File: config.mk
export PLATFORM = sky130hd
export DESIGN_NAME = uart_tx_arbiter
export DESIGN_NICKNAME = d
export VERILOG_FILES = /design/src/rtl/uart_tx_arbiter.sv
export SDC_FILE = /design/constraint.sdc
export NUM_CORES = 1
export LEC_CHECK = 0
export CAP_MARGIN = 20
export CORE_AREA = 5 5 131 83
export CTS_CLUSTER_SIZE = 24
export DETAILED_ROUTE_END_ITERATION = 10
export DIE_AREA = 0 0 136 88
export GPL_TIMING_DRIVEN = 0
export PLACE_DENSITY = 0.87
export SLEW_MARGIN = 15
export SYNTH_ARGS = -nofsm -noshare
export SYNTH_HDL_FRONTEND = slang
export SYNTH_SLANG_ARGS = --single-unit
File: constraint.sdc
create_clock -name clk -period 14 [get_ports clk]
set_clock_uncertainty 0.15 [all_clocks]
set_input_delay 2.1 -clock clk [delete_from_list [all_inputs] [get_ports clk]]
set_output_delay 2.1 -clock clk [all_outputs]
set_load 0.03 [all_outputs]
File: src/rtl/uart_tx_arbiter.sv
// Round-robin scheduler sharing one uart_tx32 among NUM_REQ requesters.
// Define UART_ARB_TIMEOUT_EN to abort a frame whose busy never rises.
module uart_tx_arbiter #(
   parameter int NUM_REQ     = 3,
   parameter int TIMEOUT_CYC = 16
) (
   input  logic                  clk,
   input  logic                  rst,
   input  logic [NUM_REQ-1:0]    req,
   input  logic [NUM_REQ*32-1:0] req_data,
   output logic [NUM_REQ-1:0]    ack,
   output logic                  tx_start,
   output logic [31:0]           tx_data,
   input  logic                  tx_busy,
   output logic                  arb_busy,
   output logic [2:0]            grant_idx,
   output logic                  timeout_err
);

   typedef enum logic [1:0] {
      S_IDLE,
      S_START,
      S_WAIT_HI,
      S_WAIT_LO
   } state_t;

   state_t             r_state;
   state_t             w_next;
   logic [NUM_REQ-1:0] r_ack;
   logic [31:0]        r_data;
   logic [2:0]         r_grant;
   logic               w_found;
   logic [2:0]         w_sel;
   logic [31:0]        w_word;

   generate
      if (NUM_REQ < 2 || NUM_REQ > 8 || TIMEOUT_CYC < 1) begin : g_bad_param
         $error("uart_tx_arbiter: parameter out of range");
      end
   endgenerate

   // Lowest rotated distance from the last grant wins.
   always_comb begin
      int v_best;
      int v_d;
      w_found = 1'b0;
      w_sel   = '0;
      w_word  = '0;
      v_best  = NUM_REQ;
      v_d     = 0;
      for (int i = 0; i < NUM_REQ; i++) begin
         v_d = (i + 2 * NUM_REQ - int'(r_grant) - 1) % NUM_REQ;
         if (req[i] && v_d < v_best) begin
            v_best  = v_d;
            w_found = 1'b1;
            w_sel   = 3'(i);
            w_word  = req_data[32*i +: 32];
         end
      end
   end

`ifdef UART_ARB_TIMEOUT_EN
   localparam int TW = $clog2(TIMEOUT_CYC + 1);

   logic [TW-1:0] r_cnt;
   logic          r_terr;
   logic          w_tmo;

   assign w_tmo = (r_state == S_WAIT_HI) && !tx_busy &&
                  (r_cnt == TW'(TIMEOUT_CYC - 1));

   always_ff @(posedge clk or negedge rst) begin
      if (!rst) begin
         r_cnt  <= '0;
         r_terr <= 1'b0;
      end else begin
         r_cnt  <= (r_state == S_WAIT_HI) ? r_cnt + 1'b1 : '0;
         r_terr <= w_tmo;
      end
   end

   assign timeout_err = r_terr;
`else
   assign timeout_err = 1'b0;
`endif

   always_comb begin
      w_next = r_state;
      unique case (r_state)
         S_IDLE: begin
            if (w_found) w_next = S_START;
         end
         S_START: begin
            w_next = S_WAIT_HI;
         end
         S_WAIT_HI: begin
            if (tx_busy) w_next = S_WAIT_LO;
`ifdef UART_ARB_TIMEOUT_EN
            else if (w_tmo) w_next = S_IDLE;
`endif
         end
         S_WAIT_LO: begin
            if (!tx_busy) w_next = S_IDLE;
         end
         default: w_next = S_IDLE;
      endcase
   end

   always_ff @(posedge clk or negedge rst) begin
      if (!rst) begin
         r_state <= S_IDLE;
         r_ack   <= '0;
         r_data  <= '0;
         r_grant <= 3'(NUM_REQ - 1);
      end else begin
         r_state <= w_next;
         r_ack   <= '0;
         if (r_state == S_IDLE && w_found) begin
            r_ack   <= NUM_REQ'(1) << w_sel;
            r_data  <= w_word;
            r_grant <= w_sel;
         end
      end
   end

   assign ack       = r_ack;
   assign tx_start  = (r_state == S_START);
   assign tx_data   = r_data;
   assign arb_busy  = (r_state != S_IDLE);
   assign grant_idx = r_grant;

endmodule

==> results of run 1 <==
## synth_stat cells, drive strengths merged, types with 5 or more instances
| cell | number | area, sq um |
|---|---|---|
| a211oi | 41 | 307.8 |
| a21o | 6 | 45.04 |
| a21oi | 56 | 280.3 |
| a31oi | 18 | 112.6 |
| and3 | 34 | 212.7 |
| buf | 24 | 146.4 |
| clkbuf | 30 | 112.6 |
| dfrtp | 38 | 950.9 |
| ha | 79 | 988.5 |
| inv | 32 | 120.1 |
| nand2 | 77 | 289.0 |
| nand2b | 6 | 37.54 |
| nand3 | 9 | 45.04 |
| nand4 | 10 | 62.56 |
| nor2 | 58 | 217.7 |
| nor2b | 5 | 31.28 |
| nor3 | 9 | 45.04 |
| o21ai | 34 | 170.2 |
| o31ai | 34 | 255.2 |
| xnor2 | 5 | 43.79 |
## routing by layer
metal	vias to the layer above	track usage (%)	share of wire, %
met4	0	7.411	2.5
li1	2717	-	-
met1	2780	37.75	42
met2	309	48.27	47
met3	69	5.511	8.3
met5	-	0	0
## state kept, by name, summed over array words and instances (netlist names)
signal,flops
ack,3
grant_idx,2
r_state,2
tx_data,32
## worst max-delay path, delay by kind of cell (launching register included)
kind / cells / cell delay (ns)
fa+ha+maj: 5 / 1.41
flops: 1 / 0.59
compound gates: 18 / 3.68
simple gates: 11 / 2.43
buf+inv: 11 / 3.14
xor+xnor: 1 / 0.17
## stage by stage
stage / utilization [%] / worst slack [ns] / area, sq um / hold slack [ns] / instances
6_report: 69.73 / 2.309 / 6669 / 0.3298 / 942
5_1_grt: 69.73 / 1.433 / 6669 / 0.3559 / 942
3_5_place_dp: 68.29 / 2.709 / 6531 / 0.3158 / 934
3_3_place_gp: 68.12 / 3.044 / 6515 / 0.3087 / 933
2_1_floorplan: - / 4.777 / 4945 / 0.3827 / 658
4_1_cts: 69.73 / 2.634 / 6669 / 0.3285 / 942
## kinds of logic after synthesis
| family | after synthesis | synth area share (%) |
|---|---|---|
| AOI/OAI and AO/OA | 221 | 29.90 |
| buffers and inverters | 86 | 7.679 |
| DFF | 39 | 19.79 |
| and+or+nand+nor | 223 | 21.24 |
| adders and majority gates | 79 | 20.02 |
| xor gates and xnor gates | 6 | 1.064 |
| muxes | 1 | 0.2281 |
| other | 1 | 0.07595 |
## how the worst min path moves through the flow
stage	endpoint	cells past startpoint	slack, ns	from
2_1_floorplan	r_state[1]	1	0.38	r_state[1]
3_3_place_gp	tx_data[2]	2	0.31	tx_data[2]
3_5_place_dp	tx_data[29]	2	0.32	tx_data[29]
4_1_cts	tx_data[29]	2	0.33	tx_data[29]
5_1_grt	tx_data[18]	2	0.36	tx_data[18]
6_report	tx_data[29]	2	0.33	tx_data[29]
## final cells by class
class	count	area share, %
repair buffers	141	21.24
flip-flops and latches	39	14.65
well taps	135	2.533
clock inverters	1	0.07505
inverters	32	1.801
plain buffers	54	3.902
multi-input cells	533	53.81
clock buffers	7	1.989
==> impl_results.md, run 1 <==
* Top-Level Pins at 143
* Clock buffer depth at 2
* Initial core utilization at 51.62%
* CP Capture Type: register
* Area growth, synth to finish at 35.07%
* Final nets at 987
* Multi-input logic area at 3588 sq um
* Outcome: finished clean
* Post-DRT Antenna Nets at 0
* Tmin final at 11.69 ns
* Register area share after synthesis at 19.79%
* Antenna violations before repair at 0
* CTS tree: done
* Max_slew headroom at 33.76%
* N_diodes at 0
* DR iter-0 viols at 651
* All-layer global routing usage at 28.52%
* Root buffer cell: clkbuf_16
* PostCTS Resize Cnt at 0
* CP Class: register to register
* First-pass GRT wire length at 27,830 microns
* RD Place Congestion at 0.9693
* Core footprint at 9564 sq um
* Pin count of the biggest net entering global routing at 31
* Post-synth ARST share at 100.0%
* DR WL/cell at 18.39 microns
* CP endpoint: tx_data[0]
* CP peak stage delay at 0.82 ns
* Via density at 6.237
* Avg Cell Area, Syn at 7.526 sq um
* Number of fill cells at 724
* Worst-case reg-to-reg path depth at 46
* Crit share post-route at 83.51%
* Final Hold Violating Endpoints at 0
* Hpwl dp at 13,840 microns
* Post-route setup TNS at 0 ns
* Clock sinks at 39
* Layout cells sized above 1 at 4.585%
* Worst-Margin Slew at 0.9861 ns
* Cell Area, Synth at 4937 sq um
* Die Ht at 88 microns
* Reg2reg start: grant_idx[0]
* HP Class: register to register
* Worst-path fanout max at 12
* CTS HTree Levels at 2
* Number of global-route vias before repair at 5,674
* Critical Path Start: grant_idx[0]
* # rows at 28
* Drt drc at 0
* Register Area at 977.2 sq um
* Vias at 5,875
* Final wirelength at 17,330 microns
* Number of flops mapped to enable cells by yosys at 0
* CP most frequent cell: ha_1
* RSZ-0062 raised after global routing: no
* TritonCTS Buffers at 5
* Primary FF master, synth: dfrtp_1
* Worst EP arrival at 11.73 ns
* R2r endpoint: tx_data[0]
* Die Wd at 136 microns
* Commonest non-fill, non-tap cells in the layout: clkdlybuf4s50_1 (139), ha_1 (79), nand2_1 (77)
* Startpoint Class: register
* DIE AREA at 11,970 sq um
* 1st-pass router iterations at 6
* IO Port Bufs at 140
* Synth warnings at 0
* # hold bufs at CTS at 0
* Setup Fix Bufs, Post-CTS at 0
* FMAX at 0.08553 GHz
* Flop2flop setup slack at 2.31 ns
* Flop and latch count out of synthesis at 39
* Setup Viol. Count Final at 0
* Max cap viols at 0
* Critical Path RT at 14.03 ns
* Most common cell after layout, fill and taps aside: clkdlybuf4s50_1
* CP max stage cell: nor3_1
* Clk Latency, worst-skew pair at 0.29 ns
* Final Max Tran Viols at 0
* Clock input transition at the sequential cells of the worst setup and hold paths at 0.06 ns
* Total gr overflow at 0
* Syn Inst Count at 656
* Count of cell types in the netlist at 58
Power of run 1 is left out: the tool's default activity adds up to more than one toggle a clock period on the data nets, which glitch-free logic cannot reach.
==> run 2: changes to the inputs <==
--- a/config.mk
+++ b/config.mk
@@ -6,12 +6,12 @@
 export NUM_CORES = 1
 export LEC_CHECK = 0
 export CAP_MARGIN = 20
-export CORE_AREA = 5 5 131 83
+export CORE_AREA = 5 5 136 86
 export CTS_CLUSTER_SIZE = 24
 export DETAILED_ROUTE_END_ITERATION = 10
-export DIE_AREA = 0 0 136 88
+export DIE_AREA = 0 0 141 91
 export GPL_TIMING_DRIVEN = 0
-export PLACE_DENSITY = 0.87
+export PLACE_DENSITY = 0.81
 export SLEW_MARGIN = 15
 export SYNTH_ARGS = -nofsm -noshare
 export SYNTH_HDL_FRONTEND = slang
==> constraint.sdc (replaced) <==
create_clock -name clk -period 11.93 [get_ports clk]
set_clock_uncertainty 0.15 [all_clocks]
set_input_delay 1.7895 -clock clk [delete_from_list [all_inputs] [get_ports clk]]
set_output_delay 1.7895 -clock clk [all_outputs]
set_load 0.03 [all_outputs]
==> impl_results.md, run 2 (same netlist as run 1, synthesis figures left out) <==
* Via density at 5.929 (-4.9%)
* Commonest non-fill, non-tap cells in the layout: clkdlybuf4s50_1 (139), ha_1 (79), nand2_1 (77)
* Setup Viol. Count Final at 0 (unchanged)
* Placed cells at 938 (+0.43%)
* HP Class: register to register
* Pin count of the biggest net entering global routing at 33 (+6.5%)
* Die Wd at 141 microns (+3.7%)
* Min Hold Slack at 0.3262 ns (-0.003618 ns)
* Worst-case reg-to-reg path depth at 46 (unchanged)
* First-pass GRT wire length at 26,830 microns (-3.6%)
* Top Layer Used: met4
* Met3 WL at 1095 microns (-24%)
* DR WL/cell at 17.65 microns (-4.0%)
* CP endpoint: tx_data[14]
* Max reg flops at 32 (unchanged)
* CP peak stage delay at 0.51 ns (-0.31 ns)
* Fin cells at 946 (+0.42%)
* Core footprint at 10,300 sq um (+7.7%)
* FMAX at 0.09018 GHz (+5.4%)
* Worst EP arrival at 11.12 ns (-0.61 ns)
* DR iter-0 viols at 479 (-26%)
* N_diodes at 0 (unchanged)
* # hold bufs at CTS at 0 (unchanged)
* Clk Latency, worst-skew pair at 0.29 ns (about the same)
* Max_slew headroom at 46.13% (+12 points)
* Clock input transition at the sequential cells of the worst setup and hold paths at 0.06 ns (about the same)
* CTS tree: done
* Antenna violations before repair at 0 (unchanged)
* Top-Level Pins at 143 (unchanged)
* R2r endpoint: tx_data[14]
* CP Capture Type: register
* Startpoint Class: register
* Final wirelength at 16,700 microns (-3.6%)
* Area growth, synth to finish at 36.32%
* Clock buffer depth at 2 (unchanged)
* Total gr overflow at 0 (unchanged)
* RD Place Congestion at 0.9771 (+0.80%)
* Worst-Margin Slew at 0.8026 ns (-0.1834 ns)
* Met2 wire length at 7476 microns (-8.4%)
* DIE AREA at 12,830 sq um (+7.2%)
* Root buffer cell: clkbuf_16
* Worst-path fanout max at 12 (unchanged)
* Tmin final at 11.09 ns (-0.6027 ns)
* Number of fill cells at 875 (+21%)
* Final Util at 65.31% (-4.4 points)
* Final Hold Violating Endpoints at 0 (unchanged)
* 1st-pass router iterations at 5 (-1)
* Reg2reg start: grant_idx[0]
* IO Port Bufs at 140 (unchanged)
* CP Class: register to register
* Initial core utilization at 47.91% (-3.7 points)
* CP max stage cell: dfrtp_2
* Die Ht at 91 microns (+3.4%)
* Layout cells sized above 1 at 5.452% (+0.87 points)
* Number of global-route vias before repair at 5,382 (-5.1%)
* # rows at 29 (+3.6%)
* Critical Path Start: grant_idx[0]
* Hpwl dp at 13,240 microns (-4.3%)
* Final nets at 987 (unchanged)
* CP most frequent cell: ha_1
* CTS HTree Levels at 2 (unchanged)
* TritonCTS Buffers at 5 (unchanged)
* Most common cell after layout, fill and taps aside: clkdlybuf4s50_1
* Post-route setup TNS at 0 ns (unchanged)
* Critical Path RT at 11.96 ns (-2.07 ns)
* RSZ-0062 raised after global routing: no
* Clock sinks at 39 (unchanged)
* Post-DRT Antenna Nets at 0 (unchanged)
* Crit share post-route at 92.95% (+9.4 points)
* Final Max Tran Viols at 0 (unchanged)
* All-layer global routing usage at 25.11% (-3.4 points)
* Vias at 5,609 (-4.5%)
* Flop2flop setup slack at 0.84 ns (-1.47 ns)
* Post-Route M1 WL at 7791 microns (+6.9%)
* Max cap viols at 0 (unchanged)
* Outcome: finished clean
* Drt drc at 0 (unchanged)
==> run 2: cell count changes in the layout (fill, tap and decap cells not counted), sizes merged <==
cell and delta:
bufinv +1, clkbuf -1
==> run 2: cell type report <==
cell class | instances | area [sq um] | share of cell area, %
clock buffers | 6 | 138.9 | 2.064
multi-input cells | 533 | 3605 | 53.56
plain buffers | 54 | 262.8 | 3.904
repair buffers | 141 | 1416 | 21.04
clock inverters | 2 | 35.03 | 0.5205
well taps | 139 | 173.9 | 2.584
flip-flops and latches | 39 | 978.4 | 14.54
inverters | 32 | 120.1 | 1.785
==> run 2: critical path, delay by kind of cell, from the launching register on <==
family | cells | cell delay (ns)
buffers and inverters | 11 | 2.82
adder cells (fa/ha/maj) | 5 | 1.38
flip-flops | 1 | 0.51
AND/OR/NAND/NOR | 13 | 2.09
XOR/XNOR | 1 | 0.17
AO/OA/AOI/OAI | 16 | 3.85
==> run 2: metrics by stage <==
| stage | setup slack [ns] | area [sq um] |
|---|---|---|
| after floorplan | 2.707 | 4945 |
| after global placement | 0.8984 | 6520 |
| after detailed placement | 0.5407 | 6536 |
| after CTS | 0.4788 | 6710 |
| after global routing | 0.1731 | 6730 |
| final | 0.8414 | 6730 |
==> run 2: repair_timing <==
action,4_1_cts,5_1_grt
setup buffers,0,0
gates resized for setup,0,8
hold endpoints to repair,0,0
endpoints found under the setup margin,0,36
==> run 2: worst min-delay path by stage <==
stage | from | to | slack [ns] | cells past startpoint
floorplan | r_state[1] | r_state[1] | 0.38 | 1
global placement | tx_data[2] | tx_data[2] | 0.31 | 2
detailed placement | tx_data[28] | tx_data[28] | 0.31 | 2
CTS | tx_data[28] | tx_data[28] | 0.33 | 2
global route | tx_data[2] | tx_data[2] | 0.34 | 2
finish | tx_data[2] | tx_data[2] | 0.33 | 2
==> run 2: metal layers <==
| layer | vias up | global-route usage, % |
|---|---|---|
| li1 | 2714 | - |
| met1 | 2629 | 36.68 |
| met2 | 234 | 39.13 |
| met3 | 32 | 4.042 |
| met4 | 0 | 5.565 |
| met5 | - | 0 |
Power of run 2 is left out for the same reason.
